[config.mk]
export PLATFORM = sky130hd
export DESIGN_NAME = fetch_npc_unit
export DESIGN_NICKNAME = d
export VERILOG_FILES = /design/src/rtl/fetch_npc_unit_pkg.sv /design/src/rtl/fetch_npc_unit_npc_calc.sv /design/src/rtl/fetch_npc_unit.sv
export SDC_FILE = /design/constraint.sdc
export NUM_CORES = 1
export LEC_CHECK = 0
export ABC_AREA = 1
export CORE_ASPECT_RATIO = 0.7
export CORE_MARGIN = 1
export CORE_UTILIZATION = 45
export CTS_BUF_LIST = sky130_fd_sc_hd__clkbuf_4 sky130_fd_sc_hd__clkbuf_8
export DETAILED_ROUTE_END_ITERATION = 8
export HOLD_SLACK_MARGIN = 0.12
export PLACE_DENSITY_LB_ADDON = 0.15
export SLEW_MARGIN = 10
export SYNTH_ARGS = -nofsm -noshare
export SYNTH_HDL_FRONTEND = slang
export SYNTH_SLANG_ARGS = --single-unit
export TNS_END_PERCENT = 50
[constraint.sdc]
create_clock -name clk -period 2.8 [get_ports clk]
set_input_delay 0.56 -clock clk [delete_from_list [all_inputs] [get_ports clk]]
set_output_delay 0.56 -clock clk [all_outputs]
set_load 0.02 [all_outputs]
[src/rtl/fetch_npc_unit_pkg.sv]
// +----------------------------------------------------------------------------+
// | fetch_npc_unit_pkg : next-PC op encodings and shared fetch constants       |
// | Rev 1.0                                                                    |
// +----------------------------------------------------------------------------+
`default_nettype none

package fetch_npc_unit_pkg;

  typedef enum logic [2:0] {
    NPCOP_PC4    = 3'd0,
    NPCOP_BRANCH = 3'd1,
    NPCOP_J      = 3'd2,
    NPCOP_JR     = 3'd3
  } npc_op_e;

  localparam logic [31:0] RESET_PC_DEFAULT = 32'h0000_3000;
  localparam logic [31:0] NOP              = 32'h0000_0000;

  // Branch offsets are word offsets; scale to bytes after sign extension.
  function automatic logic [31:0] sext16_x4(input logic [15:0] imm);
    return {{14{imm[15]}}, imm, 2'b00};
  endfunction

endpackage

`default_nettype wire

[src/rtl/fetch_npc_unit_npc_calc.sv]
// +----------------------------------------------------------------------------+
// | fetch_npc_unit_npc_calc : combinational next-PC selector                   |
// | Rev 1.0                                                                    |
// +----------------------------------------------------------------------------+
`default_nettype none

module fetch_npc_unit_npc_calc
  import fetch_npc_unit_pkg::*;
(
  input  logic [31:0] pc_f,
  input  logic [31:0] pc_d,
  input  logic [2:0]  npc_op_d,
  input  logic        cmp_result_d,
  input  logic [15:0] imm16_d,
  input  logic [25:0] index26_d,
  input  logic [31:0] jr_target_d,
  output logic [31:0] npc
);

  logic [31:0] w_pc_f4;
  logic [31:0] w_pc_d4;
  logic [31:0] w_branch_target;
  logic [31:0] w_jump_target;
  npc_op_e     w_op;

  assign w_pc_f4         = pc_f + 32'd4;
  assign w_pc_d4         = pc_d + 32'd4;
  assign w_branch_target = w_pc_d4 + sext16_x4(imm16_d);
  // Jump region comes from the delay-slot address, not the branch itself.
  assign w_jump_target   = {w_pc_d4[31:28], index26_d, 2'b00};
  assign w_op            = npc_op_e'(npc_op_d);

  always_comb begin
    npc = w_pc_f4;
    case (w_op)
      NPCOP_BRANCH: npc = cmp_result_d ? w_branch_target : w_pc_f4;
      NPCOP_J:      npc = w_jump_target;
      NPCOP_JR:     npc = jr_target_d;
      default:      npc = w_pc_f4;
    endcase
  end

endmodule

`default_nettype wire

[src/rtl/fetch_npc_unit.sv]
// +----------------------------------------------------------------------------+
// | fetch_npc_unit : IF PC register, next-PC select and IF/ID register         |
// | Optional fetch address-error detection under macro FETCH_ADEL_EN           |
// | Rev 1.0                                                                    |
// +----------------------------------------------------------------------------+
`default_nettype none

module fetch_npc_unit
  import fetch_npc_unit_pkg::*;
#(
  parameter logic [31:0] RESET_PC = RESET_PC_DEFAULT,
  parameter logic [31:0] IM_BASE  = 32'h0000_3000,
  parameter int unsigned IM_WORDS = 4096
) (
  input  logic        clk,
  input  logic        reset,
  input  logic        stall,
  input  logic [31:0] instr_f,
  input  logic [2:0]  npc_op_d,
  input  logic        cmp_result_d,
  input  logic [15:0] imm16_d,
  input  logic [25:0] index26_d,
  input  logic [31:0] jr_target_d,
  output logic [31:0] pc_f,
  output logic [31:0] pc_d,
  output logic [31:0] instr_d,
  output logic [31:0] pc8_d,
  output logic        exc_adel_d
);

  logic [31:0] r_pc_f;
  logic [31:0] r_pc_d;
  logic [31:0] r_instr_d;
  logic [31:0] w_npc;

  fetch_npc_unit_npc_calc u_npc_calc (
    .pc_f         (r_pc_f),
    .pc_d         (r_pc_d),
    .npc_op_d     (npc_op_d),
    .cmp_result_d (cmp_result_d),
    .imm16_d      (imm16_d),
    .index26_d    (index26_d),
    .jr_target_d  (jr_target_d),
    .npc          (w_npc)
  );

  // Delay-slot semantics: no flush, so IF/ID always captures the fetched word.
  always_ff @(posedge clk) begin
    if (reset) begin
      r_pc_f <= RESET_PC;
    end else if (!stall) begin
      r_pc_f <= w_npc;
    end
  end

`ifdef FETCH_ADEL_EN
  localparam logic [32:0] c_IM_LIMIT = {1'b0, IM_BASE} + (33'(IM_WORDS) << 2);

  logic w_fault;
  logic r_adel_d;

  assign w_fault = (r_pc_f[1:0] != 2'b00)
                || (r_pc_f < IM_BASE)
                || ({1'b0, r_pc_f} >= c_IM_LIMIT);

  always_ff @(posedge clk) begin
    if (reset) begin
      r_pc_d    <= 32'd0;
      r_instr_d <= NOP;
      r_adel_d  <= 1'b0;
    end else if (!stall) begin
      r_pc_d    <= r_pc_f;
      r_instr_d <= w_fault ? NOP : instr_f;
      r_adel_d  <= w_fault;
    end
  end

  assign exc_adel_d = r_adel_d;
`else
  always_ff @(posedge clk) begin
    if (reset) begin
      r_pc_d    <= 32'd0;
      r_instr_d <= NOP;
    end else if (!stall) begin
      r_pc_d    <= r_pc_f;
      r_instr_d <= instr_f;
    end
  end

  assign exc_adel_d = 1'b0;
`endif

  assign pc_f    = r_pc_f;
  assign pc_d    = r_pc_d;
  assign instr_d = r_instr_d;
  assign pc8_d   = r_pc_d + 32'd8;

endmodule

`default_nettype wire

== Yosys cells after proc, flatten, opt, wreduce, memory -nomap -nowiden ==
Cells that the tools add are included.

* Register bits after elaboration: 96
* Bits in latches: 0
* RAM bits: 0
* ROM bits: 0
* Input port bits: 113
* Output and inout port bits: 129
* Logic and storage cells: 12
* Memories kept: 0

* Add/sub/neg operators: 4
* Multipliers: 0
* Divide/modulo/power cells: 0
* Magnitude comparators: 0
* Eq/ne operators: 3
* Shift-type cells: 0
* Mux-type cells: 2
* Bitwise operators: 0
* Reductions and logical operators: 0

{| class="wikitable"
|+ Operators with widths
! cell !! count
|-
| $pmux 32 s3 || 1
|-
| $add 32x3->32 const B || 2
|-
| $add 32x32->32 || 1
|-
| $add 32x4->32 const B || 1
|-
| $mux 32 || 1
|-
| $eq 3x2->1 const B || 2
|-
| $eq 3x1->1 const B || 1
|}

== Longest topological paths before layout ==
Gate-level depths: netlist of the first run.

* Depth in word-level cells: 4
* Gate-level depth with buffers: 25
* Depth with buffers taken out: 25

== Hierarchy ==
Synthesis of the first run repeated with hierarchy kept, for this count alone.

* Cells, all modules: 1,520
* Area, all modules: 8,765.9 sq um

{| class="wikitable"
|+ By module, submodules not included
! module !! instances !! cells each !! area an instance (sq um) !! seq. area each (sq um)
|-
| fetch_npc_unit_npc_calc || 1 || 944 || 4,658.2 || 0.0
|-
| fetch_npc_unit || 1 || 576 || 4,107.7 || 1,921.8
|}

== Least setup slack after synthesis of the first run ==
No wires, ideal clock.

* Path type: reg-to-reg
* Start point: register r_pc_d[4] (netlist: pc_d[4])
* End point: register r_pc_f[28] (netlist: pc_f[28])
* Library setup time: 0.109 ns
* Data arrival time: 3.220 ns
* Required time: 2.691 ns
* Slack: -0.529 ns
* Cell stages (with the launch flop): 24
* Path buffers: 0
* Period minus slack after synthesis: 3.329 ns
* Cell sequence: dfxtp_1 > ha_1 > nand3_2 > nor2_4 > inv_2 > nor2_2 > inv_2 > nor2_1 > xor2_1 > o21ai_0 > inv_1 > ha_1 > nand2_1 > inv_1 > a21oi_1 > nand2_1 > a21oi_1 > nand2_1 > nand2_1 > nand3_1 > nand2_1 > nand4_1 > nand2_1 > inv_1

* Longest elaborated chain between the ends: 4

{| class="wikitable"
|+ RTL lines
! element !! line !! source
|-
| start: declaration || fetch_npc_unit.sv:32 || <nowiki>logic [31:0] r_pc_d;</nowiki>
|-
| start signal: assignment || fetch_npc_unit.sv:85 || <nowiki>r_pc_d <= r_pc_f;</nowiki>
|-
| $add 32x3->32 (*) || fetch_npc_unit_npc_calc.sv:27 || <nowiki>assign w_pc_d4 = pc_d + 32'd4;</nowiki>
|-
| $add 32x32->32 || fetch_npc_unit_npc_calc.sv:28 || <nowiki>assign w_branch_target = w_pc_d4 + sext16_x4(imm16_d);</nowiki>
|-
| $mux 32 || fetch_npc_unit_npc_calc.sv:36 || <nowiki>NPCOP_BRANCH: npc = cmp_result_d ? w_branch_target : w_pc_f4;</nowiki>
|-
| $pmux 32 s3 (*) || fetch_npc_unit_npc_calc.sv:35 || <nowiki>case (w_op)</nowiki>
|-
| end signal: assignment || fetch_npc_unit.sv:52 || <nowiki>r_pc_f <= w_npc;</nowiki>
|-
| end: declaration || fetch_npc_unit.sv:31 || <nowiki>logic [31:0] r_pc_f;</nowiki>
|}

Every way passes the cells marked *; elsewhere a longest branch is shown, timed or not.
A chain may end at the register's enable or synchronous reset.

== Final worst setup path of the first run ==
* Start point: register r_pc_d[3] (netlist: pc_d[3])
* End point: register r_pc_f[12] (netlist: pc_f[12])

* Longest elaborated chain between the ends: 4

{| class="wikitable"
|+ RTL lines
! element !! line
|-
| $add 32x3->32 || fetch_npc_unit_npc_calc.sv:27
|-
| $add 32x32->32 || fetch_npc_unit_npc_calc.sv:28
|-
| $mux 32 || fetch_npc_unit_npc_calc.sv:36
|-
| $pmux 32 s3 || fetch_npc_unit_npc_calc.sv:35
|}

No other way between the ends.

==> impl_summary.txt, run 1 <==
----------------------------------------------------
[Cells and area]
  Final-layout fill cell count ... 1,209
  Area of the multi-input gates ... 6680 µm²
  Cell area after layout ... 14,000 µm²
  Commonest cells after routing, fill and taps aside ... sky130_fd_sc_hd__nand2_1 (261), sky130_fd_sc_hd__clkdlybuf4s50_1 (215), sky130_fd_sc_hd__buf_4 (204)
  Count of nets after finishing ... 1,938
  Antenna diodes ... 0
  Proportion of layout cells with a drive suffix above 1 ... 29.6%
  Most common cell after layout, fill and taps aside ... sky130_fd_sc_hd__nand2_1
  Relative area change from synthesis to final layout ... 69.9%
  Combined flip-flop and latch cell area ... 1960 µm²
  Util after Layout ... 79.7%

[Synth]
  Proportion of synthesized flip-flops having asynchronous set or reset ... 0%
  Post-synthesis instance area ... 8210 µm²
  Cell accounting for the most synthesized area ... sky130_fd_sc_hd__dfxtp_1
  Number of warning messages in the yosys log ... 0
  Yosys reg bits ... 96
  Number of flops mapped to enable cells by yosys ... 0
  Area share of the largest cell type after synthesis ... 23.4%
  Post-synthesis cell type count ... 48
  Most frequently used flop master after synthesis ... sky130_fd_sc_hd__dfxtp_1
  Post-Syn Instances ... 1,363
  Top area cells in the synthesized netlist ... sky130_fd_sc_hd__dfxtp_1 (23%), sky130_fd_sc_hd__nand2_1 (15%), sky130_fd_sc_hd__inv_1 (8.1%)
  Number of nets in the synthesized netlist ... 1,515
  Avg Inst Size Synth ... 6.03 µm²
  Sequential fraction of the synthesis area ... 23.4%

[Power and ir drop]
  Worst ir drop on vdd ... 0.262 mV
  Gate power share ... 46.8%
  Clock network fraction of total power ... 20.2%
  Share of total power consumed by net switching ... 41.3%
  Total leakage power ... 6.36 nW
  Total internal power ... 0.00283 W
  Total power divided by cell area ... 346 nW/µm²
  Post-route total power ... 0.00482 W
  Sequential power share ... 33.0%
  Switch Pwr ... 0.00199 W

[Routing]
  DR pass1 iterations ... 6
  Vias after detailed routing ... 11,700
  Vias per Instance ... 5.81
  Final WL ... 42,900 µm
  Detailed Route Iter0 Violations ... 1,595
  Detail-routed net length per standard cell ... 21.2 µm
  Number of remaining DRC errors ... 0
  Detail Route Antenna Nets ... 0

[GRT]
  Antenna violations before repair ... 2
  Number of global-route vias before repair ... 10,600
  Total congestion overflow ... 0
  Largest net degree at the start of global routing ... 98
  First-pass GRT wire length ... 59,700 µm
  Total global routing track utilization ... 41.9%

[STA]
  Final hold violations ... 0
  Post-route fraction of the period consumed by the critical path ... 117%
  Post-layout worst setup margin ... -0.469 ns
  Post-Route Skew ... 0.0110 ns
  RSZ-0062 raised after global routing ... true
  Slew margin rel. ... 55.7%
  Slew at the pin closest to its max-slew limit ... 0.660 ns
  Final critical path time including I/O delays and setup ... 3.27 ns
  Fin Setup TNS ... -7.67 ns
  Final Max Slew Viols ... 0
  Number of endpoints failing setup at the final stage ... 24
  Achievable frequency ... 306 MHz

[Setup path]
  Register-to-register setup slack ... -0.47 ns
  Critical path endpoint category ... flip-flop
  Data arrival time of the critical path ... 3.55 ns
  Category of the most critical setup path ... flip-flop to flip-flop
  Depth of the most critical reg-to-reg path ... 18
  R2R Path End ... pc_f[12]
  Worst Setup Start Kind ... flip-flop
  RR Startpoint ... pc_d[3]
  Largest driver fanout on the critical path ... 5
  Required time of the critical path ... 3.08 ns

[Outcome]
  Result of the run ... complete, but fails checks
  Violated checks ... setup timing

[Job]
  Number of maximum-capacitance violations ... 0

[Placed design]
  Pre-CTS worst setup slack ... -0.639 ns
  Post-DP HPWL ... 31,700 µm
  Final weighted congestion in routability-driven placement ... 1.10
  Buffers on Ports ... 240
  Area after detailed placement ... 12,400 µm²

[CTS]
  Cts bufs inserted ... 9
  Post-CTS Hold Buffers ... 0
  Clock transition at the register clock pins on the worst setup and hold paths after CTS ... 0.11 ns
  Skew-Pair Late Insertion Delay ... 0.40 ns
  Maximum level of the CTS H-tree ... 3
  Clock Sink Count ... 96
  Root Buffer Master ... sky130_fd_sc_hd__clkbuf_8
  CTS tree ... built
  Clock Path Buffers ... 2

[Floorplanning]
  Total die area ... 18,800 µm²
  Core footprint ... 17,500 µm²
  Num rows ... 40
  Horiz. Die Dim ... 163 µm
  Die boundary height ... 115 µm
  Number of top-level pins ... 242
  Starting density of the core ... 46.9%

[Hold path]
  Hold-critical path depth ... 2
  Worst-case hold path end point ... instr_d[13]
  Worst hold-check path type ... flip-flop to flip-flop
  Hold Crit Start ... instr_d[13]

----------------------------------------------------
critical path: stages, from the launching register on:
cell	delay [ns]
sky130_fd_sc_hd__dfxtp_4	0.40
sky130_fd_sc_hd__ha_4	0.14
sky130_fd_sc_hd__nand3_4	0.10
sky130_fd_sc_hd__nor2_4	0.30
sky130_fd_sc_hd__buf_4	0.17
sky130_fd_sc_hd__buf_4	0.12
sky130_fd_sc_hd__xor2_4	0.18
sky130_fd_sc_hd__nand2_1	0.10
sky130_fd_sc_hd__nand2_2	0.09
sky130_fd_sc_hd__ha_4	0.21
sky130_fd_sc_hd__a21oi_2	0.18
sky130_fd_sc_hd__nor2_1	0.10
sky130_fd_sc_hd__nor2_2	0.13
sky130_fd_sc_hd__nand3_2	0.16
sky130_fd_sc_hd__or2_2	0.34
sky130_fd_sc_hd__nand3_2	0.10
sky130_fd_sc_hd__nand3_1	0.10
sky130_fd_sc_hd__a21oi_1	0.13
sky130_fd_sc_hd__o21ai_0	0.10
cells by family (layout without fill, tap and decap cells):
group / count (synthesis) / count (layout) / share of synthesized area [%]
buf+inv: 234 / 662 / 11.0
simple gates: 697 / 697 / 37.2
fa+ha+maj: 39 / 39 / 6.03
compound gates: 240 / 240 / 16.3
other cells: 1 / 1 / 0.0457
xor+xnor: 54 / 54 / 5.76
mux: 2 / 2 / 0.244
flops: 96 / 96 / 23.4
synth_stat cells, types with 2 or more instances:
| master | number |
|---|---|
| sky130_fd_sc_hd__nor4_1 | 4 |
| sky130_fd_sc_hd__a21oi_1 | 85 |
| sky130_fd_sc_hd__a211oi_1 | 2 |
| sky130_fd_sc_hd__inv_2 | 5 |
| sky130_fd_sc_hd__nand2_2 | 4 |
| sky130_fd_sc_hd__a221oi_1 | 4 |
| sky130_fd_sc_hd__nand4_1 | 20 |
| sky130_fd_sc_hd__inv_1 | 178 |
| sky130_fd_sc_hd__nand2_1 | 319 |
| sky130_fd_sc_hd__mux2i_1 | 2 |
| sky130_fd_sc_hd__a31oi_1 | 4 |
| sky130_fd_sc_hd__o21ai_0 | 100 |
| sky130_fd_sc_hd__nand3_1 | 109 |
| sky130_fd_sc_hd__and2_1 | 7 |
| sky130_fd_sc_hd__clkbuf_1 | 33 |
| sky130_fd_sc_hd__xnor2_1 | 12 |
| sky130_fd_sc_hd__nand3b_1 | 4 |
| sky130_fd_sc_hd__nor2_2 | 6 |
| sky130_fd_sc_hd__a22oi_1 | 23 |
| sky130_fd_sc_hd__o21a_1 | 2 |
| sky130_fd_sc_hd__buf_4 | 4 |
| sky130_fd_sc_hd__dfxtp_1 | 96 |
| sky130_fd_sc_hd__ha_1 | 38 |
| sky130_fd_sc_hd__nor3_1 | 28 |
| sky130_fd_sc_hd__o211ai_1 | 8 |
| sky130_fd_sc_hd__or2_2 | 5 |
| sky130_fd_sc_hd__o21bai_1 | 4 |
| sky130_fd_sc_hd__xor2_1 | 42 |
| sky130_fd_sc_hd__nor3_2 | 3 |
| sky130_fd_sc_hd__nand2_4 | 2 |
| sky130_fd_sc_hd__nor2_4 | 4 |
| sky130_fd_sc_hd__buf_1 | 4 |
| sky130_fd_sc_hd__nand3_2 | 3 |
| sky130_fd_sc_hd__nor3_4 | 2 |
| sky130_fd_sc_hd__o21ai_1 | 3 |
| sky130_fd_sc_hd__nor2_1 | 174 |
| sky130_fd_sc_hd__buf_2 | 8 |
| sky130_fd_sc_hd__o2111ai_1 | 2 |
power groups by stage:
stage	logic (W)	registers [W]	clock network, W
2_1_floorplan	0.000769	0.00171	0
3_3_place_gp	0.00183	0.00161	0
3_5_place_dp	0.00186	0.00161	0
4_1_cts	0.00200	0.00158	0.000958
5_1_grt	0.00237	0.00160	0.00101
6_report	0.00226	0.00159	0.000976
worst max path at each step:
stage	start	end	slack, ns	cells after the start
after CTS	pc_d[3]	pc_f[30]	-0.27	21
after global placement	pc_d[3]	pc_f[17]	-0.63	20
after global routing	pc_d[16]	pc_f[30]	-0.61	22
after detailed placement	pc_d[3]	pc_f[17]	-0.64	20
after floorplan	pc_d[4]	pc_f[31]	-0.04	23
final	pc_d[3]	pc_f[12]	-0.47	18
final cells by class:
class,count,share of cell area (%)
clock buffers,10,0.986
clock inverters,6,0.412
inverters,185,5.11
multi-input cells,1033,47.8
flip-flops and latches,96,14.0
well taps,231,2.07
repair buffers,461,29.6
layer usage:
layer,share of wire (%),track usage [%]
met1,39,57.6
met2,42,63.8
met3,13,10.9
met4,4.7,13.7
met5,0,0
what timing repair did:
action,in CTS,in global routing
resized for setup,194,156
pin swaps,66,67
setup buffers,11,19
setup endpoints to repair,46,37
through the flow:
stage                     instances  hold WS, ns
after floorplan                1363        0.543
after global placement         1980        0.463
after detailed placement       1980        0.473
after CTS                      2006        0.495
after global routing           2022        0.519
final                          2022        0.494
state kept, by name (all words and copies together) (netlist names):
signal	cells
pc_f	32
instr_d	32
pc_d	32
No activity file was read; power rests on OpenSTA's default activity.
==> run 2, diff against run 1 <==
- PLACE_DENSITY: unset -> 0.8
- PLACE_DENSITY_LB_ADDON: 0.15 -> unset
==> run 2 against run 1 <==
  * The run still ends with setup timing left
  * Clock power grew 12%
  * Sequential cell count is the same
  * Global-route usage grew 0.71 points
  * Via count shrank 1.5%
  * Final cell count grew 1.2%
  * Clock skew grew 0.0062 ns
  * Routed wire length shrank 3.9%
  * Non-clock buffer count grew 24
  * Critical endpoint is now pc_f[30]
  * Largest cell class unchanged
  * Highest routed layer unchanged
==> impl_summary.txt, run 2 (same netlist as run 1, synthesis figures left out) <==
----------------------------------------------------
[Setup path]
  Number of cells on the critical path ... 25
  R2R Path End ... pc_f[30]
  Register-to-register setup slack ... -0.44 ns
  Largest driver fanout on the critical path ... 4
  Cell class contributing the biggest share of worst-path delay ... simple AND/OR/NAND/NOR gates
  Cell with the largest stage delay on the worst path ... sky130_fd_sc_hd__dfxtp_4
  Critical path endpoint category ... flip-flop
  Slowest cell delay on critical path ... 0.39 ns
  Category of the most critical setup path ... flip-flop to flip-flop
  Data arrival time of the critical path ... 3.56 ns
  RR Startpoint ... pc_d[3]
  Required time of the critical path ... 3.12 ns
  Number of buffer and inverter instances along the worst setup path ... 5
  Worst Setup Start Kind ... flip-flop
  Most common cell on crit path ... sky130_fd_sc_hd__nand2_1
  Worst setup startpoint ... pc_d[3]
  Depth of the most critical reg-to-reg path ... 25
  Timing endpoint of the critical path ... pc_f[30]

[Power and ir drop]
  Total leakage power ... 6.50 nW
  Worst ir drop on vdd ... 0.330 mV
  Total power divided by cell area ... 347 nW/µm²
  Post-route total power ... 0.00489 W

[GRT]
  First-pass GRT wire length ... 60,300 µm
  Total global routing track utilization ... 42.6%
  Largest net degree at the start of global routing ... 43
  Antenna violations before repair ... 0
  Total congestion overflow ... 0
  Number of global-route vias before repair ... 10,800

[Cells and area]
  Most common cell after layout, fill and taps aside ... sky130_fd_sc_hd__nand2_1
  Proportion of layout cells with a drive suffix above 1 ... 31.2%
  Antenna diodes ... 0
  Count of nets after finishing ... 1,962
  Commonest cells after routing, fill and taps aside ... sky130_fd_sc_hd__nand2_1 (261), sky130_fd_sc_hd__buf_4 (236), sky130_fd_sc_hd__clkdlybuf4s50_1 (214)
  Relative area change from synthesis to final layout ... 71.6%
  Util after Layout ... 80.4%

[Routing]
  Detail-routed net length per standard cell ... 20.2 µm
  Detail Route Antenna Nets ... 0
  Detailed Route Iter0 Violations ... 1,357
  Final WL ... 41,200 µm
  Vias after detailed routing ... 11,600
  DR pass1 iterations ... 6
  Number of remaining DRC errors ... 0
  Vias per Instance ... 5.65

[Floorplanning]
  Number of top-level pins ... 242
  Starting density of the core ... 46.9%
  Die boundary height ... 115 µm
  Horiz. Die Dim ... 163 µm
  Core footprint ... 17,500 µm²
  Num rows ... 40
  Total die area ... 18,800 µm²

[CTS]
  Clock Path Buffers ... 2
  Cts bufs inserted ... 9
  Maximum level of the CTS H-tree ... 3
  CTS tree ... built
  Root Buffer Master ... sky130_fd_sc_hd__clkbuf_8
  Clock transition at the register clock pins on the worst setup and hold paths after CTS ... 0.12 ns
  Clock Sink Count ... 96
  Skew-Pair Late Insertion Delay ... 0.41 ns

[STA]
  Slew margin rel. ... 66.2%
  Post-route fraction of the period consumed by the critical path ... 116%
  Fin Setup TNS ... -6.12 ns
  Number of endpoints failing setup at the final stage ... 24
  Slew at the pin closest to its max-slew limit ... 0.505 ns
  Post-Route Skew ... 0.0172 ns
  Achievable frequency ... 309 MHz
  Final critical path time including I/O delays and setup ... 3.24 ns
  Post-layout worst setup margin ... -0.436 ns
  Smallest hold slack ... 0.495 ns
  Final hold violations ... 0
  RSZ-0062 raised after global routing ... true
  Final Max Slew Viols ... 0

[Job]
  Number of maximum-capacitance violations ... 0

[Placed design]
  Buffers on Ports ... 240
  Final weighted congestion in routability-driven placement ... 1.08
  Post-DP HPWL ... 32,200 µm

[Hold path]
  Worst hold-check path type ... flip-flop to flip-flop

[Outcome]
  Result of the run ... complete, but fails checks
  Violated checks ... setup timing

----------------------------------------------------
-- run 2: cell count changes in the layout (fill, tap and decap cells not counted), sizes merged --
cell	previous run	this run
clkbuf	18	17
inv	186	187
clkinv	5	4
bufinv	0	1
dlymetal6s2s	0	1
clkdlybuf4s50	215	214
buf	232	256
-- run 2: layer usage --
layer / GRT usage, % / up-vias / share of wire, % / wire length [µm]
met5: 0 / - / 0 / 0
met4: 16.4 / 0 / 4.3 / 1760
met3: 13.4 / 144 / 13 / 5160
li1: - / 5315 / - / -
met1: 56.9 / 5301 / 41 / 17000
met2: 63.9 / 805 / 42 / 17300
-- run 2: final cells by class --
cell class / count / area [µm²]
clock buffer: 9 / 124
clock inverter: 7 / 97.6
fill: 1231 / 3430
inverter: 185 / 703
multi-input combinational: 1033 / 6640
sequential: 96 / 1970
tap: 231 / 289
timing repair buffer: 485 / 4260
-- run 2: what timing repair did --
action / in CTS / in global routing
hold buffers: 0 / 0
cloned: 0 / 0
pin swaps: 36 / 84
setup buffers: 13 / 18
resized for setup: 165 / 185
setup endpoints to repair: 45 / 40
-- run 2: worst register-to-register path, delay by kind of cell (launching register included) --
| kind | cells | cell delay [ns] |
|---|---|---|
| simple gates | 16 | 1.72 |
| buf+inv | 5 | 0.51 |
| flops | 1 | 0.39 |
| fa+ha+maj | 2 | 0.37 |
| compound gates | 2 | 0.15 |
-- run 2: power breakdown --
part / internal [W] / leakage (nW) / switching, W / total [W]
clock: 0.000447 / 0.113 / 0.000644 / 0.00109
sequential: 0.00146 / 0.805 / 0.000130 / 0.00159
combinational: 0.000998 / 5.58 / 0.00121 / 0.00221
total: 0.00291 / 6.50 / 0.00198 / 0.00489
-- run 2: how the worst min path moves through the flow --
stage / endpoint / depth (start not counted) / start
2_1_floorplan: pc_d[10] / 2 / pc_d[10]
3_3_place_gp: instr_d[25] / 2 / instr_d[25]
3_5_place_dp: instr_d[21] / 2 / instr_d[21]
4_1_cts: instr_d[11] / 2 / instr_d[11]
5_1_grt: instr_d[11] / 2 / instr_d[11]
6_report: instr_d[11] / 2 / instr_d[11]
-- run 2: metrics by stage --
stage                     std cells  instance area (µm²)  setup WS (ns)
final                          2046                14100         -0.436
after CTS                      2031                13300         -0.263
after floorplan                1363                 8370        -0.0375
after detailed placement       2003                12500         -0.555
after global placement         2003                12500         -0.457
after global routing           2046                14100         -0.541
==> run 3, diff against run 2 <==
==> constraint.sdc (replaced) <==
create_clock -name clk -period 2.8 [get_ports clk]
set_input_delay 0.28 -clock clk [delete_from_list [all_inputs] [get_ports clk]]
set_output_delay 0.28 -clock clk [all_outputs]
set_load 0.02 [all_outputs]
==> run 3 against run 2 <==
  * The flow still finishes with violations (setup timing)
  * Sequential power barely moved
  * Final cell count fell by 1.1%
  * Design area fell by 1.6%
  * Sequential share of layout area rose by 0.12 points
  * Non-clock buffer count fell by 22
  * Worst setup slack got worse by 0.079 ns
  * Clock power fell by 8%
  * Largest cell class unchanged
  * Highest routed layer unchanged
==> impl_summary.txt, run 3 (same netlist as run 1, synthesis figures left out) <==
----------------------------------------------------
[Outcome]
  Result of the run ... complete, but fails checks
  Violated checks ... setup timing

[Floorplanning]
  Number of top-level pins ... 242
  Die boundary height ... 115 µm
  Core footprint ... 17,500 µm²
  Num rows ... 40
  Horiz. Die Dim ... 163 µm
  Starting density of the core ... 46.9%
  Total die area ... 18,800 µm²

[Cells and area]
  Cell area after layout ... 13,900 µm²
  Combined flip-flop and latch cell area ... 1950 µm²
  Area of the multi-input gates ... 6540 µm²
  Count of nets after finishing ... 1,940
  Most common cell after layout, fill and taps aside ... sky130_fd_sc_hd__nand2_1
  Relative area change from synthesis to final layout ... 68.8%
  Final-layout fill cell count ... 1,269
  Proportion of layout cells with a drive suffix above 1 ... 28.1%
  Commonest cells after routing, fill and taps aside ... sky130_fd_sc_hd__nand2_1 (269), sky130_fd_sc_hd__clkdlybuf4s50_1 (222), sky130_fd_sc_hd__buf_4 (208)
  Antenna diodes ... 0

[Power and ir drop]
  Total leakage power ... 6.47 nW
  Worst ir drop on vdd ... 0.247 mV
  Post-route total power ... 0.00478 W
  Total power divided by cell area ... 345 nW/µm²

[GRT]
  Number of global-route vias before repair ... 10,400
  Largest net degree at the start of global routing ... 98
  Antenna violations before repair ... 0
  Total congestion overflow ... 0
  Total global routing track utilization ... 41.6%
  First-pass GRT wire length ... 58,700 µm

[STA]
  Post-route fraction of the period consumed by the critical path ... 118%
  Slew margin rel. ... 49.4%
  Post-layout worst setup margin ... -0.515 ns
  Achievable frequency ... 302 MHz
  Fin Setup TNS ... -7.84 ns
  Final Max Slew Viols ... 0
  Final hold violations ... 0
  Slew at the pin closest to its max-slew limit ... 0.753 ns
  RSZ-0062 raised after global routing ... true
  Post-Route Skew ... 0.0134 ns
  Number of endpoints failing setup at the final stage ... 23
  Final critical path time including I/O delays and setup ... 3.32 ns

[Setup path]
  Depth of the most critical reg-to-reg path ... 21
  Largest driver fanout on the critical path ... 4
  Worst Setup Start Kind ... flip-flop
  R2R Path End ... pc_f[13]
  Data arrival time of the critical path ... 3.58 ns
  Slowest cell delay on critical path ... 0.40 ns
  Required time of the critical path ... 3.07 ns
  Register-to-register setup slack ... -0.52 ns
  Cell with the largest stage delay on the worst path ... sky130_fd_sc_hd__dfxtp_4
  Cell class contributing the biggest share of worst-path delay ... simple AND/OR/NAND/NOR gates
  Critical path endpoint category ... flip-flop
  Worst path cell trace ... ha_4 > nand3_4 > nor2_4 > inv_2 > nor2_4 > buf_4 > buf_6 > nand2_2 > xnor2_2 > buf_6 > ha_4 > nand2_2 > buf_6 > nor2_4 > nand2_1 > nand3_2 > a21oi_1 > o21ai_1 > nand3_1 > a21oi_1 > o21ai_0
  Category of the most critical setup path ... flip-flop to flip-flop
  Number of buffer and inverter instances along the worst setup path ... 5
  RR Startpoint ... pc_d[3]

[Hold path]
  Hold-critical path depth ... 3
  Worst-case hold path end point ... instr_d[13]
  Worst hold-check path type ... input port to flip-flop
  Hold Crit Start ... instr_f[13]

[Routing]
  DR pass1 iterations ... 8
  Detail Route Antenna Nets ... 0
  Vias after detailed routing ... 11,500
  Detailed Route Iter0 Violations ... 1,376
  Vias per Instance ... 5.66
  Final WL ... 40,900 µm
  Detail-routed net length per standard cell ... 20.2 µm
  Number of remaining DRC errors ... 0

[Job]
  Number of maximum-capacitance violations ... 0

[CTS]
  Skew-Pair Late Insertion Delay ... 0.40 ns
  Root Buffer Master ... sky130_fd_sc_hd__clkbuf_8
  Post-CTS Hold Buffers ... 0
  Maximum level of the CTS H-tree ... 3
  Cts bufs inserted ... 9
  Clock Path Buffers ... 2
  Clock Sink Count ... 96
  Clock transition at the register clock pins on the worst setup and hold paths after CTS ... 0.12 ns
  CTS tree ... built

[Placed design]
  Buffers on Ports ... 240
  Area after detailed placement ... 12,400 µm²
  Pre-CTS worst setup slack ... -0.522 ns
  Final weighted congestion in routability-driven placement ... 1.05
  Post-DP HPWL ... 31,400 µm

----------------------------------------------------
## run 3: changes by cell type in the layout (fill, tap and decap cells not counted), moves of 5 or more
cell,delta
sky130_fd_sc_hd__buf_4,-28
sky130_fd_sc_hd__nand2_4,-5
sky130_fd_sc_hd__clkdlybuf4s50_1,+8
sky130_fd_sc_hd__dlymetal6s2s_1,+7
sky130_fd_sc_hd__nand2_1,+8
sky130_fd_sc_hd__dfxtp_4,-5
sky130_fd_sc_hd__inv_2,-7
sky130_fd_sc_hd__ha_1,+5
sky130_fd_sc_hd__clkbuf_2,-8
sky130_fd_sc_hd__inv_1,+9
## run 3: area by class of cell
| type | instances | area share [%] |
|---|---|---|
| inverters | 185 | 5.04 |
| well taps | 231 | 2.08 |
| clock buffers | 10 | 0.993 |
| multi-input cells | 1033 | 47.2 |
| repair buffers | 463 | 30.2 |
| flip-flops and latches | 96 | 14.1 |
| clock inverters | 6 | 0.415 |
## run 3: stage by stage
step,instances,utilization [%],hold WS [ns]
after global placement,1981,70.6,0.462
after floorplan,1363,-,0.430
after CTS,2009,74.6,0.458
after global routing,2024,79.1,0.479
final,2024,79.1,0.470
after detailed placement,1981,70.6,0.472
## run 3: worst max-delay path by stage
stage              from  endpoint  depth (start not counted)
4_1_cts         pc_d[3]  pc_f[22]                         21
2_1_floorplan   pc_d[4]  pc_f[31]                         23
3_5_place_dp    pc_d[3]  pc_f[27]                         19
3_3_place_gp   pc_d[11]  pc_f[27]                         20
6_report        pc_d[3]  pc_f[13]                         21
5_1_grt         pc_d[3]  pc_f[13]                         21
## run 3: power breakdown
group / internal [W] / leakage [nW] / switching, W
Sequential: 0.00147 / 0.803 / 0.000119
Clock: 0.000373 / 0.102 / 0.000627
Combinational: 0.000982 / 5.57 / 0.00121
## run 3: worst reg2reg max path: stages (launching register included)
cell	delay, ns
sky130_fd_sc_hd__dfxtp_4	0.40
sky130_fd_sc_hd__ha_4	0.15
sky130_fd_sc_hd__nand3_4	0.10
sky130_fd_sc_hd__nor2_4	0.28
sky130_fd_sc_hd__inv_2	0.09
sky130_fd_sc_hd__nor2_4	0.14
sky130_fd_sc_hd__buf_4	0.13
sky130_fd_sc_hd__buf_6	0.09
sky130_fd_sc_hd__nand2_2	0.06
sky130_fd_sc_hd__xnor2_2	0.14
sky130_fd_sc_hd__buf_6	0.14
sky130_fd_sc_hd__ha_4	0.29
sky130_fd_sc_hd__nand2_2	0.06
sky130_fd_sc_hd__buf_6	0.14
sky130_fd_sc_hd__nor2_4	0.12
sky130_fd_sc_hd__nand2_1	0.10
sky130_fd_sc_hd__nand3_2	0.12
sky130_fd_sc_hd__a21oi_1	0.09
sky130_fd_sc_hd__o21ai_1	0.21
sky130_fd_sc_hd__nand3_1	0.13
sky130_fd_sc_hd__a21oi_1	0.14
sky130_fd_sc_hd__o21ai_0	0.09
## run 3: routing by layer
metal,track usage (%),share of wire [%],up-vias
met5,0,0,-
li1,-,-,5264
met1,57.0,41,5266
met4,15.1,4.8,0
met3,9.56,11,159
met2,63.9,43,770
## run 3: what timing repair did
item | CTS | global route
pin swaps | 25 | 87
setup endpoints to repair | 38 | 37
resized for setup | 111 | 172
setup buffers | 12 | 16
